`config.mk`:
```
export PLATFORM = sky130hd
export DESIGN_NAME = rom_fetch_unit_flat
export DESIGN_NICKNAME = d
export VERILOG_FILES = /design/src/rtl/rom_fetch_unit_pkg.sv /design/src/rtl/rom_fetch_unit_if.sv /design/src/rtl/rom_fetch_unit_fifo2.sv /design/src/rtl/rom_fetch_unit.sv /design/src/flat_wrapper.sv
export SDC_FILE = /design/constraint.sdc
export NUM_CORES = 1
export LEC_CHECK = 0
export ABC_CLOCK_PERIOD_IN_PS = 2000
export CAP_MARGIN = 20
export CORE_MARGIN = 2
export CORE_UTILIZATION = 51
export DETAILED_ROUTE_END_ITERATION = 12
export HOLD_SLACK_MARGIN = 0.1
export PLACE_DENSITY_LB_ADDON = 0.2
export SLEW_MARGIN = 20
export SYNTH_ARGS = -nofsm -noshare
export SYNTH_HDL_FRONTEND = slang
export SYNTH_SLANG_ARGS = --single-unit
```
`constraint.sdc`:
```
create_clock -name clk -period 2 [get_ports clk]
set_clock_uncertainty 0.05 [all_clocks]
set_input_delay 0.2 -clock clk [delete_from_list [all_inputs] [get_ports clk]]
set_output_delay 0.2 -clock clk [all_outputs]
set_load 0.03 [all_outputs]
```
`src/rtl/rom_fetch_unit_pkg.sv`:
```
// Shared fetch definitions: widths, FSM state encoding, queue entry layout and
// address alignment helpers used by rom_fetch_unit and its queue.
package fetch_defs;

    localparam int unsigned FETCH_WORD_BYTES = 4;
    localparam int unsigned FETCH_ADDR_W     = 16;
    localparam int unsigned FETCH_DATA_W     = 32;
    localparam int unsigned FETCH_ENTRY_W    = FETCH_ADDR_W + FETCH_DATA_W;

    typedef enum logic [0:0] {
        FETCH_ST_RUN  = 1'b0,
        FETCH_ST_HALT = 1'b1
    } fetch_state_t;

    typedef struct packed {
        logic [FETCH_ADDR_W-1:0] pc;
        logic [FETCH_DATA_W-1:0] word;
    } fetch_entry_t;

    function automatic logic [FETCH_ADDR_W-1:0] fetch_align(input logic [FETCH_ADDR_W-1:0] addr);
        return {addr[FETCH_ADDR_W-1:2], 2'b00};
    endfunction

    function automatic logic fetch_misaligned(input logic [FETCH_ADDR_W-1:0] addr);
        return (addr[1:0] != 2'b00);
    endfunction

endpackage

```
`src/rtl/rom_fetch_unit_if.sv`:
```
// Fetch-unit bus: ROM address/data, redirect request and the decode handshake.
// master = fetch unit, slave = surrounding ROM/decode environment.
interface rom_fetch_unit_if;
    import fetch_defs::*;

    logic                    fetch_en;
    logic [FETCH_ADDR_W-1:0] rom_address;
    logic [FETCH_DATA_W-1:0] rom_data;
    logic                    redirect_valid;
    logic [FETCH_ADDR_W-1:0] redirect_pc;
    logic                    instr_valid;
    logic                    instr_ready;
    logic [FETCH_DATA_W-1:0] instr;
    logic [FETCH_ADDR_W-1:0] instr_pc;
    logic                    misalign_err;

    modport master (
        input  fetch_en, rom_data, redirect_valid, redirect_pc, instr_ready,
        output rom_address, instr_valid, instr, instr_pc, misalign_err
    );

    modport slave (
        output fetch_en, rom_data, redirect_valid, redirect_pc, instr_ready,
        input  rom_address, instr_valid, instr, instr_pc, misalign_err
    );

endinterface

```
`src/rtl/rom_fetch_unit_fifo2.sv`:
```
// fetch_fifo2: 2-entry shift queue of {pc, instr}. The head sits in its own
// register so the decode-facing outputs come straight from flops.
module fetch_fifo2
    import fetch_defs::*;
(
    input  logic         clk,
    input  logic         reset_n,
    input  logic         push,
    input  logic         pop,
    input  logic         flush,
    input  fetch_entry_t din,
    output fetch_entry_t head,
    output logic [1:0]   count,
    output logic         valid
);

    fetch_entry_t head_r;
    fetch_entry_t tail_r;
    logic [1:0]   count_r;
    logic         pop_s;
    logic         push_s;

    // Guard against underflow/overflow even if the caller misbehaves.
    always_comb begin
        pop_s  = pop & (count_r != 2'd0);
        push_s = push & ((count_r != 2'd2) | pop_s);
    end

    // Queue storage and occupancy.
    always_ff @(posedge clk or negedge reset_n) begin
        if (!reset_n) begin
            head_r  <= fetch_entry_t'(48'h0);
            tail_r  <= fetch_entry_t'(48'h0);
            count_r <= 2'd0;
        end else if (flush) begin
            count_r <= 2'd0;
        end else begin
            case ({push_s, pop_s})
                2'b10: begin
                    if (count_r == 2'd0) begin
                        head_r <= din;
                    end else begin
                        tail_r <= din;
                    end
                    count_r <= count_r + 2'd1;
                end
                2'b01: begin
                    if (count_r == 2'd2) begin
                        head_r <= tail_r;
                    end else begin
                        head_r <= head_r;
                    end
                    count_r <= count_r - 2'd1;
                end
                2'b11: begin
                    if (count_r == 2'd2) begin
                        head_r <= tail_r;
                        tail_r <= din;
                    end else begin
                        head_r <= din;
                    end
                end
                default: begin
                    count_r <= count_r;
                end
            endcase
        end
    end

    assign head  = head_r;
    assign count = count_r;
    assign valid = (count_r != 2'd0);

endmodule

```
`src/rtl/rom_fetch_unit.sv`:
```
// rom_fetch_unit: PC register, RUN/HALT state machine and push/pop/redirect
// arbitration in front of a 2-entry fetch queue. Define ROM_FETCH_ALIGN_CHECK_EN
// to halt on misaligned redirects and report them on misalign_err.
module rom_fetch_unit
    import fetch_defs::*;
#(
    parameter logic [FETCH_ADDR_W-1:0] RESET_PC = 16'h0000
) (
    input  logic              clk,
    input  logic              reset_n,
    rom_fetch_unit_if.master  bus
);

    logic [FETCH_ADDR_W-1:0] pc_r;
    fetch_state_t            state_r;
    logic                    pop_s;
    logic                    push_s;
    logic [1:0]              count_s;
    logic                    valid_s;
    fetch_entry_t            head_s;
    fetch_entry_t            din_s;

    // Redirect wins: it suppresses both the pop and the push of its cycle.
    always_comb begin
        pop_s  = valid_s & bus.instr_ready & ~bus.redirect_valid;
        push_s = (state_r == FETCH_ST_RUN) & bus.fetch_en & ~bus.redirect_valid
                 & ((count_s != 2'd2) | pop_s);
        din_s  = {pc_r, bus.rom_data};
    end

`ifdef ROM_FETCH_ALIGN_CHECK_EN
    logic misalign_r;

    // PC and fetch state machine; misaligned redirects halt fetching.
    always_ff @(posedge clk or negedge reset_n) begin
        if (!reset_n) begin
            pc_r       <= fetch_align(RESET_PC);
            state_r    <= FETCH_ST_RUN;
            misalign_r <= 1'b0;
        end else if (bus.redirect_valid) begin
            pc_r <= fetch_align(bus.redirect_pc);
            if (fetch_misaligned(bus.redirect_pc)) begin
                state_r    <= FETCH_ST_HALT;
                misalign_r <= 1'b1;
            end else begin
                state_r    <= FETCH_ST_RUN;
                misalign_r <= 1'b0;
            end
        end else begin
            case (state_r)
                FETCH_ST_RUN: begin
                    if (push_s) begin
                        pc_r <= pc_r + FETCH_ADDR_W'(FETCH_WORD_BYTES);
                    end else begin
                        pc_r <= pc_r;
                    end
                end
                FETCH_ST_HALT: begin
                    pc_r <= pc_r;
                end
                default: begin
                    state_r <= FETCH_ST_RUN;
                end
            endcase
        end
    end

    assign bus.misalign_err = misalign_r;
`else
    // PC and fetch state machine; low redirect bits are dropped silently.
    always_ff @(posedge clk or negedge reset_n) begin
        if (!reset_n) begin
            pc_r    <= fetch_align(RESET_PC);
            state_r <= FETCH_ST_RUN;
        end else if (bus.redirect_valid) begin
            pc_r    <= fetch_align(bus.redirect_pc);
            state_r <= FETCH_ST_RUN;
        end else begin
            case (state_r)
                FETCH_ST_RUN: begin
                    if (push_s) begin
                        pc_r <= pc_r + FETCH_ADDR_W'(FETCH_WORD_BYTES);
                    end else begin
                        pc_r <= pc_r;
                    end
                end
                default: begin
                    state_r <= FETCH_ST_RUN;
                end
            endcase
        end
    end

    assign bus.misalign_err = 1'b0;
`endif

    fetch_fifo2 u_fifo (
        .clk     (clk),
        .reset_n (reset_n),
        .push    (push_s),
        .pop     (pop_s),
        .flush   (bus.redirect_valid),
        .din     (din_s),
        .head    (head_s),
        .count   (count_s),
        .valid   (valid_s)
    );

    assign bus.rom_address = pc_r;
    assign bus.instr_valid = valid_s;
    assign bus.instr       = head_s.word;
    assign bus.instr_pc    = head_s.pc;

endmodule

```
`src/flat_wrapper.sv`:
```
// flat-port wrapper written by rule: the top's interface ports become plain ports
module rom_fetch_unit_flat import fetch_defs::*;
#(
    parameter logic [FETCH_ADDR_W-1:0] RESET_PC = 16'h0000
)
  (clk, reset_n, bus_fetch_en, bus_rom_data, bus_redirect_valid, bus_redirect_pc, bus_instr_ready, bus_rom_address, bus_instr_valid, bus_instr, bus_instr_pc, bus_misalign_err);
  rom_fetch_unit_if bus_i ();
  input  logic clk;
  input  logic reset_n;
  input wire logic [$bits(bus_i.fetch_en)-1:0] bus_fetch_en;
  input wire logic [$bits(bus_i.rom_data)-1:0] bus_rom_data;
  input wire logic [$bits(bus_i.redirect_valid)-1:0] bus_redirect_valid;
  input wire logic [$bits(bus_i.redirect_pc)-1:0] bus_redirect_pc;
  input wire logic [$bits(bus_i.instr_ready)-1:0] bus_instr_ready;
  output wire logic [$bits(bus_i.rom_address)-1:0] bus_rom_address;
  output wire logic [$bits(bus_i.instr_valid)-1:0] bus_instr_valid;
  output wire logic [$bits(bus_i.instr)-1:0] bus_instr;
  output wire logic [$bits(bus_i.instr_pc)-1:0] bus_instr_pc;
  output wire logic [$bits(bus_i.misalign_err)-1:0] bus_misalign_err;
  assign bus_i.fetch_en = bus_fetch_en;
  assign bus_i.rom_data = bus_rom_data;
  assign bus_i.redirect_valid = bus_redirect_valid;
  assign bus_i.redirect_pc = bus_redirect_pc;
  assign bus_i.instr_ready = bus_instr_ready;
  assign bus_rom_address = bus_i.rom_address;
  assign bus_instr_valid = bus_i.instr_valid;
  assign bus_instr = bus_i.instr;
  assign bus_instr_pc = bus_i.instr_pc;
  assign bus_misalign_err = bus_i.misalign_err;
  rom_fetch_unit #(.RESET_PC(RESET_PC)) u_core (.clk(clk), .reset_n(reset_n), .bus(bus_i));
endmodule
```
==> flow_summary.ini <==
[setup_path]
path_max_fanout = 25
crit_required_ns = 2.20
worstSetupStartpoint = u_core.u_fifo.count[1]
end_kind = register
r2r-start = u_core.u_fifo.count[1]
cp.arrival_ns = 2.10
path_class = register to register
startpoint_type = register

[grt]
grt_pass1_vias = 3354
antenna_found_initial = 0
grt_usage_pct = 19.0
overflow = 0
grt_max_degree = 45
grt_pass1_wl_um = 16700

[power_and_ir_drop]
p_leak_uw = 0.00299
power_density_mw_per_mm2 = 923
peakVddDrop_v = 0.000446

[synth]
synth_cells = 367
ys_seq_area_share_pct = 51.6
synth.area.top_cells = dfrtp_1 (52%), mux2_2 (21%), mux2_4 (11%), buf_12 (1.5%), xnor2_1 (1.3%)
syn_area_mm2 = 0.00529
synth_top_area_share_pct = 51.6
synth-seq-cells = 109
synth.avg_cell_area_um2 = 14.4
synth_edf_count = 0
async_flop_share_pct = 100
yosys_warnings = 0
synth_largest_area_cell = dfrtp_1
synth_cell_types = 43
synth_ff_type = dfrtp_1

[clock_network]
clockBufferDepth = 2
post_cts.repair.setup_buffers = 0
clock_latency_ns = 0.36
cts.htree.levels = 3
cts_tree = yes
clk_pin_slew_worst_paths_ns = 0.10
cts.sink_count = 109
clockRootBuffer = clkbuf_8
numCtsBuffers = 9

[timing]
final-setup-viol-count = 0
hold_viol_final = 0
clock.fmax_mhz = 526
relSlewSlack_pct = 63.7
worst_pin_slew_ns = 0.544
rsz0062_at_grt = no
drv_slew = 0
fin_crit_ns = 1.90
hold_ws_ns = 0.305
timing.final.crit_share_pct = 95.0

[route]
wl_per_cell_um = 15.8
drt_first_pass_iters = 4
drtIter0Drc = 97
finalWirelength_um = 9940
vias = 3267
drc = 0
ant_nets = 0
vias_per_cell = 5.18

[die]
start_util_pct = 51.9
core-area_mm2 = 0.0102
die_h_um = 106
io_pins = 119
die-area_mm2 = 0.0112
row_count = 37
fp.dieW_um = 106

[run]
drv_cap = 0

[run_status]
status = complete, no violations

[finish]
final_common_cell = clkdlybuf4s50_1
fin_util_pct = 66.9
antenna-diode-count = 0
drive_gt1_share_pct = 37.0
final_cell_mix = clkdlybuf4s50_1 (111), dfrtp_1 (108), mux2_2 (99), mux2_4 (40), nand2_1 (18)
nets = 544
synthToLayoutAreaGrowth_pct = 28.8

[place]
io_buffers = 113
dp_hpwl_um = 6980
place_congestion = 0.839

[hold_path]
hold_path_class = input port to asynchronous set/reset pin
-- routing by layer --
layer / global-route usage, % / wire length (µm) / up-vias
met5: 0 / 0 / -
met4: 6.58 / 119 / 0
met2: 31.0 / 4900 / 79
met1: 25.9 / 4570 / 1639
met3: 3.28 / 360 / 9
li1: - / - / 1540
-- through the flow --
stage	TNS [ns]	total power (µW)	cells	setup WS (ns)	instance area [µm²]
floorplan	0	4280	369	0.0919	5290
global route	0	6640	631	0.0290	6810
CTS	0	6360	631	0.0437	6810
finish	0	6290	631	0.100	6810
detailed placement	-14.34	5130	614	-0.203	6620
global placement	-11.30	5050	614	-0.162	6620
-- flip-flops by register name (all words and copies together), names as in the netlist --
signal	flops
u_core.u_fifo.head	47
u_core.u_fifo.count	2
u_core.u_fifo.tail_r	46
u_core.bus.rom_address	14
-- logic make-up (layout without fill, tap and decap cells) --
| kind of cell | count (synthesis) | after routing | synth area share, % |
|---|---|---|---|
| buffers and inverters | 30 | 156 | 5.16 |
| AO/OA/AOI/OAI | 20 | 20 | 2.37 |
| adder cells (fa/ha/maj) | 1 | 1 | 0.237 |
| multiplexers | 142 | 142 | 33.0 |
| AND/OR/NAND/NOR | 54 | 54 | 5.87 |
| XOR/XNOR | 10 | 10 | 1.66 |
| other | 1 | 3 | 0.0710 |
| flip-flops | 109 | 109 | 51.6 |
-- where the power goes --
part | switching [µW] | internal, µW
Sequential | 292 | 2730
Clock | 710 | 522
Combinational | 936 | 1100
Total | 1940 | 4350
-- cell type report --
class	count	area [µm²]
Inverter	3	11.3
Clock inverter	3	20.0
Tap cell	136	170
Fill cell	766	3380
Sequential cell	109	2730
Clock buffer	13	159
Timing Repair Buffer	137	1410
Multi-Input combinational cell	230	2310
-- Yosys cell counts, types with 2 or more instances --
master / number
nor3_1: 4
buf_12: 4
dfrtp_1: 109
mux2_4: 40
buf_8: 4
buf_2: 6
xor2_1: 2
nor2b_1: 4
o21ai_0: 12
inv_1: 3
nor3b_1: 2
nor2_1: 3
mux2_2: 99
buf_4: 5
nand4_1: 2
o31a_1: 3
clkbuf_1: 4
mux2i_1: 3
nand3_1: 2
nand2_1: 18
xnor2_1: 8
nor4_1: 3
buf_6: 3
nand2b_1: 5
-- worst max-delay path, cell delays in order, from the launching register on --
cell and delay [ns]:
dfrtp_2 0.48, or2_4 0.26, nand4b_4 0.13, buf_12 0.22
mux2_2 0.36, mux2_2 0.25
-- repair_timing --
item,4_1_cts,5_1_grt
pin swaps,0,0
hold endpoints to repair,41,0
gates resized for setup,1,1
endpoints found under the setup margin,1,27
hold buffers,1,0
-- worst paths after layout --
path                                                   to  slack, ns  depth (start not counted)
worst max-delay path               u_core.u_fifo.head[41]       0.10                          5
worst min-delay path               u_core.u_fifo.head[24]       0.30                          2
worst max register to register     u_core.u_fifo.head[41]       0.10                          5
worst min register to register     u_core.u_fifo.head[26]       0.46                          1
max in group asynchronous          u_core.u_fifo.head[27]       0.95                          3
min in group clk                u_core.bus.rom_address[2]       0.35                          3
Power figures use the tool's default switching activity.
